===== config.mk =====
export PLATFORM = sky130hd
export DESIGN_NAME = facto_accel
export DESIGN_NICKNAME = d
export VERILOG_FILES = /design/src/rtl/facto_accel_pkg.sv /design/src/rtl/facto_accel_seq_mult.sv /design/src/rtl/facto_accel.sv
export SDC_FILE = /design/constraint.sdc
export NUM_CORES = 2
export LEC_CHECK = 0
export ABC_AREA = 0
export BUFFER_PORTS_ARGS = -buffer_cell sky130_fd_sc_hd__buf_2
export CORE_MARGIN = 3
export CORE_UTILIZATION = 45
export DETAILED_ROUTE_END_ITERATION = 6
export SLEW_MARGIN = 20
export SYNTH_ARGS = -nofsm -noshare
export SYNTH_HDL_FRONTEND = slang
export SYNTH_SLANG_ARGS = --single-unit

===== constraint.sdc =====
create_clock -name clk -period 8.17 [get_ports clk]
set_input_delay 0.817 -clock clk [delete_from_list [all_inputs] [get_ports clk]]
set_output_delay 0.817 -clock clk [all_outputs]
set_load 0.02 [all_outputs]

===== src/rtl/facto_accel_pkg.sv =====
// Shared definitions for the factorial accelerator: register word indices,
// STATUS bit positions and FSM state encoding.
package facto_accel_pkg;

  localparam logic [2:0] A_OPSTART = 3'd0;
  localparam logic [2:0] A_OPCLEAR = 3'd1;
  localparam logic [2:0] A_INTREN  = 3'd2;
  localparam logic [2:0] A_N       = 3'd3;
  localparam logic [2:0] A_K       = 3'd4;
  localparam logic [2:0] A_STATUS  = 3'd5;
  localparam logic [2:0] A_RES_H   = 3'd6;
  localparam logic [2:0] A_RES_L   = 3'd7;

  localparam int B_DONE = 0;
  localparam int B_BUSY = 1;
  localparam int B_OVF  = 2;

  typedef enum logic [2:0] {
    S_IDLE,
    S_LOAD,
    S_MUL,
    S_NEXT,
    S_DONE
  } state_e;

endpackage


===== src/rtl/facto_accel_seq_mult.sv =====
// Unsigned RW x DW shift-add multiplier, one multiplier bit per cycle.
// done flags the final step: product is complete after that edge.
module facto_seq_mult #(
  parameter int DW = 64,
  parameter int RW = 2*DW
) (
  input  logic             clk,
  input  logic             reset_n,
  input  logic             start,
  input  logic             abort,
  input  logic [RW-1:0]    a,
  input  logic [DW-1:0]    b,
  output logic             busy,
  output logic             done,
  output logic [RW+DW-1:0] product
);

  localparam int PW = RW + DW;
  localparam int CW = $clog2(DW + 1);

  logic [PW-1:0] mcand;
  logic [DW-1:0] mplier;
  logic [CW-1:0] cnt;

  always_ff @(posedge clk or negedge reset_n) begin
    if (!reset_n) begin
      mcand   <= '0;
      mplier  <= '0;
      cnt     <= '0;
      busy    <= 1'b0;
      product <= '0;
    end else if (abort) begin
      cnt  <= '0;
      busy <= 1'b0;
    end else if (start) begin
      mcand   <= {{DW{1'b0}}, a};
      mplier  <= b;
      product <= '0;
      cnt     <= CW'(DW);
      busy    <= 1'b1;
    end else if (busy) begin
      if (mplier[0]) product <= product + mcand;
      mcand  <= mcand << 1;
      mplier <= mplier >> 1;
      cnt    <= cnt - CW'(1);
      if (cnt == CW'(1)) busy <= 1'b0;
    end
  end

  assign done = busy && (cnt == CW'(1));

endmodule


===== src/rtl/facto_accel.sv =====
// Factorial / falling-factorial accelerator on a simple slave bus with
// sticky overflow, busy status and a level interrupt.
module facto_accel
  import facto_accel_pkg::*;
#(
  parameter int DW = 64,
  parameter int AW = 16
) (
  input  logic          clk,
  input  logic          reset_n,
  input  logic          s_sel,
  input  logic          s_wr,
  input  logic [AW-1:0] s_addr,
  input  logic [DW-1:0] s_din,
  output logic [DW-1:0] s_dout,
  output logic          interrupt
);

  localparam int RW = 2*DW;
  localparam int PW = RW + DW;

  state_e        state, state_n;
  logic [DW-1:0] n, k, term, rem;
  logic [RW-1:0] acc, result;
  logic          intr_en, done_f, busy_f, ovf_f;

  logic          mult_start, mult_busy, mult_done, mult_last;
  logic [RW-1:0] mult_a;
  logic [DW-1:0] mult_b, load_rem;
  logic [PW-1:0] product;

  logic          in_map, wr, rd, op_start, op_clear;
  logic [2:0]    widx;

  assign in_map   = (s_addr[AW-1:6] == '0);
  assign widx     = s_addr[5:3];
  assign wr       = s_sel & s_wr & in_map;
  assign rd       = s_sel & ~s_wr & in_map;
  assign op_start = wr && (widx == A_OPSTART) && s_din[0] && !busy_f;
  assign op_clear = wr && (widx == A_OPCLEAR) && s_din[0];

  // K of zero, or larger than N, means the full factorial.
  assign load_rem  = ((k == '0) || (k > n)) ? n : k;
  assign mult_last = mult_busy & mult_done;

  always_comb begin
    state_n    = state;
    mult_start = 1'b0;
    mult_a     = product[RW-1:0];
    mult_b     = term - DW'(1);
    case (state)
      S_IDLE, S_DONE: if (op_start) state_n = S_LOAD;
      S_LOAD: begin
        if (n <= DW'(1)) state_n = S_DONE;
        else begin
          state_n    = S_MUL;
          mult_start = 1'b1;
          mult_a     = RW'(1);
          mult_b     = n;
        end
      end
      S_MUL: if (mult_last) state_n = S_NEXT;
      S_NEXT: begin
        if ((rem != DW'(1)) && (term > DW'(2))) begin
          state_n    = S_MUL;
          mult_start = 1'b1;
        end else state_n = S_DONE;
      end
      default: state_n = S_IDLE;
    endcase
    if (op_clear) begin
      state_n    = S_IDLE;
      mult_start = 1'b0;
    end
  end

  always_ff @(posedge clk or negedge reset_n) begin
    if (!reset_n) begin
      state   <= S_IDLE;
      n       <= '0;
      k       <= '0;
      intr_en <= 1'b0;
      acc     <= RW'(1);
      term    <= '0;
      rem     <= '0;
      result  <= RW'(1);
      done_f  <= 1'b0;
      busy_f  <= 1'b0;
      ovf_f   <= 1'b0;
    end else begin
      if (wr && widx == A_INTREN)          intr_en <= s_din[0];
      if (wr && widx == A_N && !busy_f)    n       <= s_din;
      if (wr && widx == A_K && !busy_f)    k       <= s_din;
      if (op_clear) begin
        state  <= S_IDLE;
        result <= RW'(1);
        done_f <= 1'b0;
        busy_f <= 1'b0;
        ovf_f  <= 1'b0;
      end else begin
        state <= state_n;
        case (state)
          S_LOAD: begin
            acc  <= RW'(1);
            term <= n;
            rem  <= load_rem;
          end
          S_NEXT: begin
            acc   <= product[RW-1:0];
            ovf_f <= ovf_f | (|product[PW-1:RW]);
            term  <= term - DW'(1);
            rem   <= rem - DW'(1);
          end
          S_DONE: begin
            result <= acc;
            done_f <= 1'b1;
            busy_f <= 1'b0;
          end
          default: ;
        endcase
        // Start is only accepted with busy low, i.e. from IDLE or a settled DONE.
        if (op_start) begin
          done_f <= 1'b0;
          ovf_f  <= 1'b0;
          busy_f <= 1'b1;
        end
      end
    end
  end

  facto_seq_mult #(.DW(DW), .RW(RW)) u_mult (
    .clk     (clk),
    .reset_n (reset_n),
    .start   (mult_start),
    .abort   (op_clear),
    .a       (mult_a),
    .b       (mult_b),
    .busy    (mult_busy),
    .done    (mult_done),
    .product (product)
  );

  always_comb begin
    s_dout = '0;
    if (rd) begin
      case (widx)
        A_INTREN: s_dout[0] = intr_en;
        A_N:      s_dout = n;
        A_K:      s_dout = k;
        A_STATUS: begin
          s_dout[B_DONE] = done_f;
          s_dout[B_BUSY] = busy_f;
          s_dout[B_OVF]  = ovf_f;
        end
        A_RES_H:  s_dout = result[RW-1:DW];
        A_RES_L:  s_dout = result[DW-1:0];
        default:  s_dout = '0;
      endcase
    end
  end

  assign interrupt = intr_en & done_f;

endmodule


# [Yosys cells after proc, flatten, opt, wreduce, memory -nomap -nowiden]
# Index checks and enable logic that the tools add are counted.
[totals] memories=0 romBits=0 latch_bits=0 output_inout_bits=65 elab_cells=125 regBits=975 mem_bits_rw=0 inputBits=84
[op_classes] add_sub_neg=4 mul=0 n_reduce_logical=31 n_mux=47 div_mod_pow=0 shift=0 bitwise=9 eq_ne=15 order_cmp=3
[op_table] cell="$mux 192" n=5
[op_table] cell="$mux 128" n=4
[op_table] cell="$mux 64" n=6
[op_table] cell="$pmux 128 s2" n=1
[op_table] cell="$pmux 64 s2" n=2
[op_table] cell="$pmux 61 s4" n=1
[op_table] cell="$add 192x192->192" n=1
[op_table] cell="$sub 64x1->64 const B" n=2
[op_table] cell="$gt 64x2->1 const B" n=1
[op_table] cell="$gt 64x64->1" n=1
[op_table] cell="$le 64x1->1 const B" n=1
[op_table] cell="$logic_not 64->1" n=1
[op_table] cell="$ne 64x1->1 const B" n=1
[op_table] cell="$reduce_or 64->1" n=1
[op_table] cell="$mux 7" n=3
[op_table] cell="$mux 1" n=16
[op_table] cell="$eq 3x3->1 const B" n=5
[op_table] cell="$mux 3" n=5
[op_table] cell="$eq 3x2->1 const B" n=4
[op_table] cell="$logic_and 1x1->1" n=12
[op_table] cell="$pmux 3 s4" n=1
[op_table] cell="$logic_not 10->1" n=1
[op_table] cell="$pmux 2 s5" n=1
[op_table] cell="$reduce_bool 3->1" n=3
[op_table] cell="other kinds (16)" n=30

# [Logic depth before layout (Yosys ltp)]
[depth] word_depth=8 depth_mapped=16 ltp_nobuf=15

# [By module]
# Synthesis repeated with hierarchy kept, for this count alone.
[hier_totals] cells_unflattened=7338 area_unflattened_um2=61094.8
[modules_own_cells] module="facto_seq_mult" area_per_inst_um2=32062.0 seq_area_each_um2=11410.9 cells_each=3971 instances=1
[modules_own_cells] module="facto_accel" area_per_inst_um2=29032.8 seq_area_each_um2=12990.0 cells_each=3367 instances=1

# [Worst setup path after synthesis]
# Ideal clock, no wire load.
[synth_timing] path_type="flip-flop to flip-flop" startpoint="reg u_mult.product[95]" endpoint="reg u_mult.product[179]" n_path_buf=1 period_less_slack_ns=3.563 setup_time_ns=0.082 setup_slack_ns=4.607 t_arrival_ns=3.481 stages_incl_launch_ff=15 t_required_ns=8.088 cell_sequence="dfrtp_1 > ha_1 > buf_2 > nand4_2 > nor4b_4 > nand4_1 > or3_1 > o221a_2 > o211ai_2 > a21oi_2 > a31oi_4 > a31oi_1 > o41a_1 > or4_1 > a31oi_1"
[synth_between] elab_chain_cells=4
[synth_rtl] element="from (decl)" line_no="facto_accel_seq_mult.sv:15" text="output logic [RW+DW-1:0] product"
[synth_rtl] element="from (signal assigned)" line_no="facto_accel_seq_mult.sv:42" text="if (mplier[0]) product <= product + mcand;"
[synth_rtl] element="$add 192x192->192" line_no="facto_accel_seq_mult.sv:42"
[synth_rtl] element="$mux 192" line_no="facto_accel_seq_mult.sv:42"
[synth_rtl] element="$mux 192" line_no="facto_accel_seq_mult.sv:41" text="end else if (busy) begin"
[synth_rtl] element="$mux 192" line_no="facto_accel_seq_mult.sv:35" text="end else if (start) begin"
# No other way between the ends. The select of a mux whose other input is x is not followed.
# A chain may end at the register's enable or synchronous reset.

# [Final worst setup path]
[layout_timing] startpoint="reg u_mult.product[42]" endpoint="reg u_mult.product[173]"
# Same word-level chain as after synthesis.

==> results.toml <==
[critical_path]
r2r_cells = 13
path_buf_inv = 0
cpMaxStageDelayCell = "a211oi_1"
r2r_start = "u_mult.product[42]"
crit_required_ns = 8.82
path_delay_family = "compound AO/OA/AOI/OAI gates"
end_kind = "flop"
path_max_fanout = 7
critPathKind = "flop to flop"
reg2reg_setup_slack_ns = 2.84
crit_path_start_kind = "flop"
crit_chain = "ha_1 > a21oi_1 > o21ai_1 > a21o_1 > a2111oi_0 > o2111ai_1 > a21o_1 > a21o_1 > a211oi_1 > o21ai_1 > a31oi_1 > nor2_1 > a211oi_1"
cp_slowest_stage_delay_ns = 0.75
cp.arrival_ns = 5.98
crit_top_cell = "a21o_1"
worstReg2RegEnd = "u_mult.product[173]"

[synthesis]
synth-async-reset-ratio_pct = 100
synth_seq_cells = 975
synth.most_common_cell = "nand2_1"
synth_cell_types = 93
yosysWarnings = 0
synth-edff-count = 0
synthTopCellsByArea = "dfrtp_1 (41%), nand2_1 (9.8%), a21oi_1 (8.1%), ha_1 (5.4%), o21ai_0 (3.2%)"
synth_cells = 7402
synth_ff_type = "dfrtp_1"
synth_top_area_share_pct = 40.5
post-synth-top-area-cell = "dfrtp_1"
syn_nets = 7748
yosysSeqAreaShare_pct = 40.6
syn_avg_cell_area_um2 = 8.12
synth_area_mm2 = 0.0601
ys_top_cells_by_count = "nand2_1 (1563), a21oi_1 (978), dfrtp_1 (973), clkbuf_1 (419), nor2_1 (388)"

[global_route]
track_usage_pct = 32.8
antenna_found_initial = 14
grt_pass1_vias = 54058
grt_util_met1_pct = 47.2
met2_usage_pct = 49.2
use_met3_pct = 5.24
top_usage_layer = "met2"
grt.overflow.total = 0
grt_max_degree = 175
grt_pass1_wl_um = 349000

[routing]
drt_pass1_iterations = 6
wirelength_um = 231000
dr_total_vias = 57351
drc = 0
drt_iter0_drc = 6279
post_drt_via_cell_ratio = 6.32
ant_nets = 0
routedWlPerCell_um = 25.4

[clocking]
insertion_delay_ns = 0.75
clk_pin_slew_ns = 0.07
cts_tree = "built"
postCtsHoldBufs = 0
root_buffer = "clkbuf_16"
post_cts_buffers = 0
cts_resized = 0
cts_sinks = 975
numCtsBuffers = 110
clockBufferDepth = 3
htree_levels = 3

[timing]
setup_tns_ns = 0
rsz0062_at_grt = "false"
worst_pin_slew_ns = 1.18
post-route-min-period_ns = 5.33
setup_violations = 0
relSlewSlack_pct = 21.4
clock.fmax_ghz = 0.188
hold_violations = 0
slew_viol_final = 0
setup_slack_ns = 2.84
fin_crit_sh_pct = 65.2
skew_ns = 0.0632

[floorplanning]
initial_core_util_pct = 45.5
io_pins = 149
core_area_mm2 = 0.132
die_y_um = 371
rows = 133
fp.dieW_um = 371
die_area_mm2 = 0.138

[outcome]
outcome = "finished, final reports clean"

[power]
power_mw = 10.4
ir_drop_mv = 0.137
p_per_area_mw_per_mm2 = 158
leakagePower_nw = 29.6

[final_layout]
post-route-util_pct = 49.9
fill_cells = 12821
drive_gt1_share_pct = 7.28
area_growth_pct = 9.63
finalNetCount = 7571

[run]
cap_violations = 0

[place]
portBuffers = 145
place_congestion = 0.967
place_ws_ns = 3.01
dpl.hpwl_um = 167000

[min_path]
min_path_type = "primary input to async pin"
==> power breakdown <==
part / switching (mW) / leakage (nW) / internal (mW)
sequential: 0.00306 / 13.1 / 4.83
combinational: 0.154 / 14.6 / 0.0349
clock: 2.21 / 1.91 / 3.19
total: 2.37 / 29.6 / 8.06
==> cell families after synthesis <==
family | Yosys count | share of synthesized area (%)
adder cells (fa/ha/maj) | 262 | 5.47
XOR/XNOR | 231 | 3.37
buffers and inverters | 640 | 4.10
AO/OA/AOI/OAI | 2341 | 23.4
multiplexers | 141 | 2.49
flip-flops | 975 | 40.6
AND/OR/NAND/NOR | 2812 | 20.6
==> layout by cell type (no fill, tap or decap), drive strengths merged, types with 15 or more instances in the layout <==
cell type / Yosys / routed
a211oi: 51 / 51
a21boi: 19 / 19
a21o: 130 / 130
a21oi: 979 / 979
a221oi: 15 / 15
a22o: 67 / 67
a22oi: 141 / 141
a31oi: 190 / 190
and2: 22 / 22
and4: 17 / 17
buf: 85 / 216
bufinv: 0 / 16
clkbuf: 420 / 152
clkinv: 0 / 27
dfrtp: 973 / 973
ha: 261 / 261
inv: 135 / 140
mux2: 67 / 67
mux2i: 74 / 74
nand2: 1563 / 1563
nand2b: 34 / 34
nand3: 263 / 263
nand4: 151 / 151
nor2: 389 / 389
nor2b: 18 / 18
nor3: 144 / 144
nor4: 96 / 96
o211ai: 26 / 26
o21a: 32 / 32
o21ai: 444 / 444
o21bai: 51 / 51
o221ai: 37 / 37
o22ai: 54 / 54
o31ai: 24 / 24
or2: 15 / 15
or3: 40 / 40
xnor2: 132 / 132
xor2: 99 / 99
==> through the flow <==
| stage | instances | hold WS [ns] | area [um2] |
|---|---|---|---|
| 5_1_grt | 9077 | 0.123 | 65900 |
| 6_report | 9080 | 0.0618 | 65900 |
| 3_5_place_dp | 8868 | 0.455 | 62000 |
| 4_1_cts | 9073 | 0.0794 | 65900 |
| 3_3_place_gp | 8868 | 0.451 | 62000 |
| 2_1_floorplan | 7402 | 0.439 | 60100 |
==> metal layers <==
layer | part of all wire, % | vias up
li1 | - | 26252
met1 | 45 | 28361
met2 | 43 | 2302
met3 | 7.4 | 424
met4 | 4.2 | 12
met5 | 0.036 | -
==> worst max-delay path by stage <==
stage,depth (start not counted),start,endpoint
final,13,u_mult.product[42],u_mult.product[173]
after global routing,13,u_mult.product[42],u_mult.product[180]
after CTS,13,u_mult.product[42],u_mult.product[173]
after detailed placement,13,u_mult.product[64],u_mult.product[173]
after global placement,13,u_mult.product[64],u_mult.product[173]
after floorplan,14,u_mult.product[95],u_mult.product[179]
==> registers in the layout, summed over array words and instances, names as in the netlist <==
| signal | count |
|---|---|
| acc | 128 |
| busy_f | 1 |
| done_f | 1 |
| intr_en | 1 |
| k | 64 |
| n | 64 |
| ovf_f | 1 |
| rem | 64 |
| result | 128 |
| state | 3 |
| term | 64 |
| u_mult.busy | 1 |
| u_mult.cnt | 7 |
| u_mult.mcand | 192 |
| u_mult.mplier | 64 |
| u_mult.product | 192 |
==> final cells by class <==
| type | count | area (um2) | share of cell area [%] |
|---|---|---|---|
| Multi-Input combinational cell | 5787 | 33400 | 50.7 |
| Clock inverter | 53 | 796 | 1.21 |
| Sequential cell | 975 | 24400 | 37.0 |
| Tap cell | 1755 | 2200 | 3.33 |
| Inverter | 135 | 507 | 0.769 |
| Timing Repair Buffer | 216 | 1440 | 2.19 |
| Clock buffer | 152 | 3120 | 4.74 |
| Antenna cell | 7 | 17.5 | 0.0266 |
Note: power is estimated with default switching activity, not from simulation.
